$ cat src/rtl/uint_sub_pkg.sv
// Shared types and helpers for the bit-serial unsigned subtractor.
package uint_sub_pkg;

  typedef enum logic [1:0] {
    IDLE = 2'd0,
    RUN  = 2'd1,
    DONE = 2'd2
  } state_t;

  // Bit-counter width: enough to index WIDTH bits, never narrower than 1.
  function automatic int cnt_w(input int width);
    int w;
    w = $clog2(width);
    return (w < 1) ? 1 : w;
  endfunction

endpackage

$ cat src/rtl/full_sub_bit.sv
// Combinational 1-bit full subtractor: d = a - b - bin, bout on underflow.
module full_sub_bit (
  input  logic a,
  input  logic b,
  input  logic bin,
  output logic d,
  output logic bout
);

  assign d    = a ^ b ^ bin;
  assign bout = (~a & b) | (~(a ^ b) & bin);

endmodule

$ cat src/rtl/uint_sub_serial.sv
// Bit-serial unsigned subtractor O = I0 - I1 mod 2^WIDTH with borrow-out and
// valid/ready handshakes. Define UINT_SUB_SAT_EN for a saturating (clamp-to-0) result.
module uint_sub_serial
  import uint_sub_pkg::*;
#(
  parameter int WIDTH = 3
) (
  input  logic             CLK,
  input  logic             ASYNCRESETN,
  input  logic [WIDTH-1:0] I0,
  input  logic [WIDTH-1:0] I1,
  input  logic             in_valid,
  output logic             in_ready,
  output logic [WIDTH-1:0] O,
  output logic             borrow,
  output logic             out_valid,
  input  logic             out_ready
);

  localparam int             CW   = cnt_w(WIDTH);
  localparam logic [CW-1:0]  LAST = CW'(WIDTH - 1);

  state_t           state_q, state_d;
  logic [WIDTH-1:0] a_sr, b_sr, res_q, res_next, o_q;
  logic [CW-1:0]    cnt_q;
  logic             bw_q, borrow_q;
  logic             d_bit, bout;
  logic             accept, last_bit;

  full_sub_bit u_bit (
    .a    (a_sr[0]),
    .b    (b_sr[0]),
    .bin  (bw_q),
    .d    (d_bit),
    .bout (bout)
  );

  // LSB-first: each new difference bit enters at the MSB and the result slides right.
  assign res_next = (res_q >> 1) | (WIDTH'(d_bit) << (WIDTH - 1));
  assign accept   = (state_q == IDLE) && in_valid;
  assign last_bit = (state_q == RUN) && (cnt_q == LAST);

  always_ff @(posedge CLK or negedge ASYNCRESETN) begin
    if (!ASYNCRESETN) state_q <= IDLE;
    else              state_q <= state_d;
  end

  // NOTE: every output of this block gets a default first, so no path leaves one unassigned and no latch is inferred.
  always_comb begin
    state_d   = state_q;
    in_ready  = 1'b0;
    out_valid = 1'b0;
    unique case (state_q)
      IDLE: begin
        in_ready = 1'b1;
        if (in_valid) state_d = RUN;
      end
      RUN: begin
        if (cnt_q == LAST) state_d = DONE;
      end
      DONE: begin
        out_valid = 1'b1;
        if (out_ready) state_d = IDLE;
      end
      default: state_d = IDLE;
    endcase
  end

  // NOTE: state is updated with non-blocking assignments so every register samples pre-edge values.
  always_ff @(posedge CLK or negedge ASYNCRESETN) begin
    if (!ASYNCRESETN) begin
      a_sr     <= '0;
      b_sr     <= '0;
      res_q    <= '0;
      cnt_q    <= '0;
      bw_q     <= 1'b0;
      o_q      <= '0;
      borrow_q <= 1'b0;
    end else if (accept) begin
      a_sr  <= I0;
      b_sr  <= I1;
      res_q <= '0;
      cnt_q <= '0;
      bw_q  <= 1'b0;
    end else if (state_q == RUN) begin
      a_sr  <= a_sr >> 1;
      b_sr  <= b_sr >> 1;
      res_q <= res_next;
      bw_q  <= bout;
      cnt_q <= cnt_q + 1'b1;
      if (last_bit) begin
`ifdef UINT_SUB_SAT_EN
        o_q <= bout ? '0 : res_next;
`else
        o_q <= res_next;
`endif
        borrow_q <= bout;
      end
    end
  end

  assign O      = o_q;
  assign borrow = borrow_q;

endmodule

$ cat config.mk
export PLATFORM = sky130hd
export DESIGN_NAME = uint_sub_serial
export DESIGN_NICKNAME = d
export VERILOG_FILES = /design/src/rtl/uint_sub_pkg.sv /design/src/rtl/full_sub_bit.sv /design/src/rtl/uint_sub_serial.sv
export SDC_FILE = /design/constraint.sdc
export NUM_CORES = 1
export LEC_CHECK = 0
export BUFFER_PORTS_ARGS = -buffer_cell sky130_fd_sc_hd__clkbuf_2
export CAP_MARGIN = 10
export CORE_UTILIZATION = 40
export DETAILED_ROUTE_END_ITERATION = 6
export GPL_TIMING_DRIVEN = 0
export HOLD_SLACK_MARGIN = 0.06
export PLACE_DENSITY = 0.71
export SKIP_LAST_GASP = 1
export SYNTH_ARGS = -nofsm -noshare
export SYNTH_HDL_FRONTEND = slang
export SYNTH_SLANG_ARGS = --single-unit
$ cat constraint.sdc
create_clock -name CLK -period 1.3 [get_ports CLK]
set_input_delay 0.26 -clock CLK [delete_from_list [all_inputs] [get_ports CLK]]
set_output_delay 0.26 -clock CLK [all_outputs]
set_load 0.02 [all_outputs]
==> results.py <==
metrics = {
    "run_status": {
        "status": "finished with violations",
        "violations": "negative setup slack",
    },
    "logic_synthesis": {
        "ys_types": 22,
        "syn_inst": 60,
        "seq_area_frac_synth": 0.5611,
        "syn_area_sq_um": 758.2,
        "synth_nets": 72,
        "yosys.area.top_type_share": 0.5611,
        "synthTopCellsByArea": "dfrtp_1, mux2_2, nor4b_1",
        "synth_warnings": 0,
        "ys_ff_latch": 17,
        "synth_area_leader_cell": "dfrtp_1",
        "postSynthAreaPerCell_sq_um": 12.64,
    },
    "floorplan": {
        "die_w_um": 45.54,
        "io_pins": 16,
        "fp-row-count": 15,
        "die_y_um": 45.54,
        "coreArea_sq_um": 1745,
        "start_util": 0.4344,
        "die_area_sq_um": 2074,
    },
    "drt": {
        "antenna_left": 0,
        "via_per_inst": 5.000,
        "drt_wl_total_um": 1557,
        "drc": 0,
        "wl_per_cell_um": 13.42,
        "drt-pass1-iter-count": 3,
        "drt_iter0_markers": 3,
        "vias": 580,
    },
    "layout": {
        "design_area_sq_um": 1057,
        "multi_input_area_sq_um": 325.3,
        "num-nets-final": 104,
        "seq_area_sq_um": 425.4,
        "fillerInstances": 156,
        "syn_to_final_growth_pct": 39.44,
        "diodes": 0,
        "stdcell_count": 116,
        "drive_gt1_frac": 0.5165,
    },
    "sta": {
        "worst_slack_ps": -86.67,
        "rsz0062_at_grt": "yes",
        "slew_headroom": 0.7210,
        "worst_slew_pin_slew_ps": 418.5,
        "finClkSkew_ps": 0.3546,
        "fmax_mhz": 721.2,
        "fin_crit_sh": 1.067,
        "finalSetupViolCount": 2,
        "slew_viol_final": 0,
        "finalHoldViolations": 0,
        "post-route-min-period_ps": 1387,
    },
    "cts": {
        "clock_latency_ps": 280,
        "numCtsBuffers": 3,
        "cts_tree": "built",
        "path_clk_slew_ps": 90,
        "clockRootBuffer": "clkbuf_4",
        "clock_path_buffers": 2,
        "htreeDepth": 1,
        "numClockSinks": 17,
    },
    "global_route": {
        "grt_pass1_vias": 604,
        "overflow": 0,
        "antenna_found_initial": 0,
        "grt_start_max_net_pins": 18,
        "grt_pass1_wl_um": 2635,
        "grt_usage": 0.1827,
    },
    "placement": {
        "gp_congestion": 0.6945,
        "place_ws_ps": -9.582,
        "port_buffers": 15,
        "placed_cell_area_sq_um": 864.6,
        "dp.cells": 100,
        "hpwl_um": 986.2,
    },
    "critical_path": {
        "cp-end-kind": "output port",
        "start_kind": "flip-flop",
        "timing.rr.start": "cnt_q[0]$_DFFE_PN0P_",
        "worstPathRequired_ps": 1040,
        "crit_type": "flip-flop to output port",
        "crit_start": "state_q[0]$_DFFE_PN0P_",
        "cp.arrival_ps": 1130,
        "critPathMaxFanout": 6,
    },
    "power_and_ir_drop": {
        "p_sw_frac": 0.3693,
        "p_int_uw": 1744,
        "p_switching_uw": 1021,
        "p_clk_frac": 0.099,
        "p_per_area_nw_per_um2": 2616,
        "power_leakage_uw": 0.0005170,
        "ir_drop_v": 0.001432,
        "finalPower_uw": 2765,
        "pwr-share-comb": 0.572,
        "pwr-share-seq": 0.329,
    },
    "worst_hold_path": {
        "hold_class": "input pin to flip-flop",
        "min_from": "out_ready",
    },
    "run": {
        "drv_cap": 0,
    },
}
==> cell families (layout without fill, tap and decap cells) <==
family | Yosys count | count (layout) | synth area share
DFF | 17 | 17 | 0.5611
AOI/OAI and AO/OA | 13 | 13 | 0.1403
and+or+nand+nor | 12 | 12 | 0.1155
buffers and inverters | 11 | 42 | 0.06766
muxes | 5 | 5 | 0.07260
adders and majority gates | 2 | 2 | 0.04290
==> routing by layer <==
metal	routed length (um)	part of all wire	GRT usage
met1	684	0.44	0.2379
met2	813	0.52	0.2971
met3	52	0.033	0.03571
met4	7	0.0045	0.07273
met5	0	0	0
==> cell usage after synthesis, drive strengths merged <==
cell / count
a211oi: 3
a21oi: 1
a221oi: 1
a22o: 2
a32o: 2
buf: 3
dfrtp: 17
fa: 1
ha: 1
inv: 8
mux2: 4
mux2i: 1
nand2b: 2
nand3b: 1
nor2: 1
nor2b: 1
nor3b: 3
nor4b: 4
o21ai: 1
o21bai: 1
o2bb2ai: 2
==> cells in the final DEF (no fill, tap or decap), types with 2 or more instances in the layout <==
master and instances:
a22o_2 2, dfrtp_1 17, inv_2 3, nor3b_1 3, o2bb2ai_1 2, clkbuf_2 13, buf_8 2, mux2_2 3
clkbuf_4 3, buf_4 10, inv_1 5, a211oi_1 2, nor4b_1 3, a32o_1 2, buf_6 3
==> registers in the layout, indices dropped and copies added, names as in the netlist <==
register,flops
O,3
a_sr,3
b_sr,3
borrow,1
bw_q,1
cnt_q,2
res_q,2
state_q,2
==> critical path, cell delays in order, from the launching register on <==
cell	delay [ps]
dfrtp_1	410
buf_6	140
nand2b_4	140
inv_2	60
buf_8	100
==> path summary, 6_finish.rpt <==
path,end,slack [ps],depth (start not counted)
worst max-delay path,out_valid,-90,4
worst min-delay path,state_q[1]$_DFFE_PN0P_,150,2
worst max register to register,O[2]$_DFFE_PN0P_,0,4
worst min register to register,b_sr[2]$_DFFE_PN0P_,510,1
max in group asynchronous,a_sr[1]$_DFFE_PN0P_,580,2
min in group asynchronous,res_q[1]$_DFFE_PN0P_,430,2
==> per-stage QoR <==
| stage | setup TNS, ps | util | hold slack, ps |
|---|---|---|---|
| 6_report | -132.8 | 0.6057 | 152.7 |
| 5_1_grt | -457.9 | 0.6057 | 167.8 |
| 4_1_cts | -190.5 | 0.5677 | 142.2 |
| 3_5_place_dp | -16.67 | 0.4953 | 215.8 |
| 3_3_place_gp | 0 | 0.4953 | 212.9 |
| 2_1_floorplan | 0 | - | -35.59 |
==> area by class of cell <==
| type | instances | area share |
|---|---|---|
| clock buffers | 4 | 0.02485 |
| multi-input cells | 32 | 0.3077 |
| plain buffers | 3 | 0.03195 |
| inverters | 8 | 0.02840 |
| flip-flops and latches | 17 | 0.4024 |
| repair buffers | 27 | 0.1751 |
| well taps | 25 | 0.02959 |
==> what timing repair did <==
item,CTS,global route
cloned,0,1
gates resized for setup,13,9
hold endpoints to repair,17,0
buffers inserted,6,5
hold buffers,1,0
pin swaps,3,4
setup endpoints to repair,5,9
==> power by group through the flow <==
| stage | Combinational (uW) | Sequential [uW] | Clock, uW |
|---|---|---|---|
| 3_5_place_dp | 1110 | 923 | 0 |
| 4_1_cts | 1370 | 907 | 293 |
| 2_1_floorplan | 773 | 963 | 0 |
| 3_3_place_gp | 1070 | 912 | 0 |
| 5_1_grt | 1730 | 944 | 311 |
| 6_report | 1580 | 910 | 273 |
No activity file was read; power rests on OpenSTA's default activity.
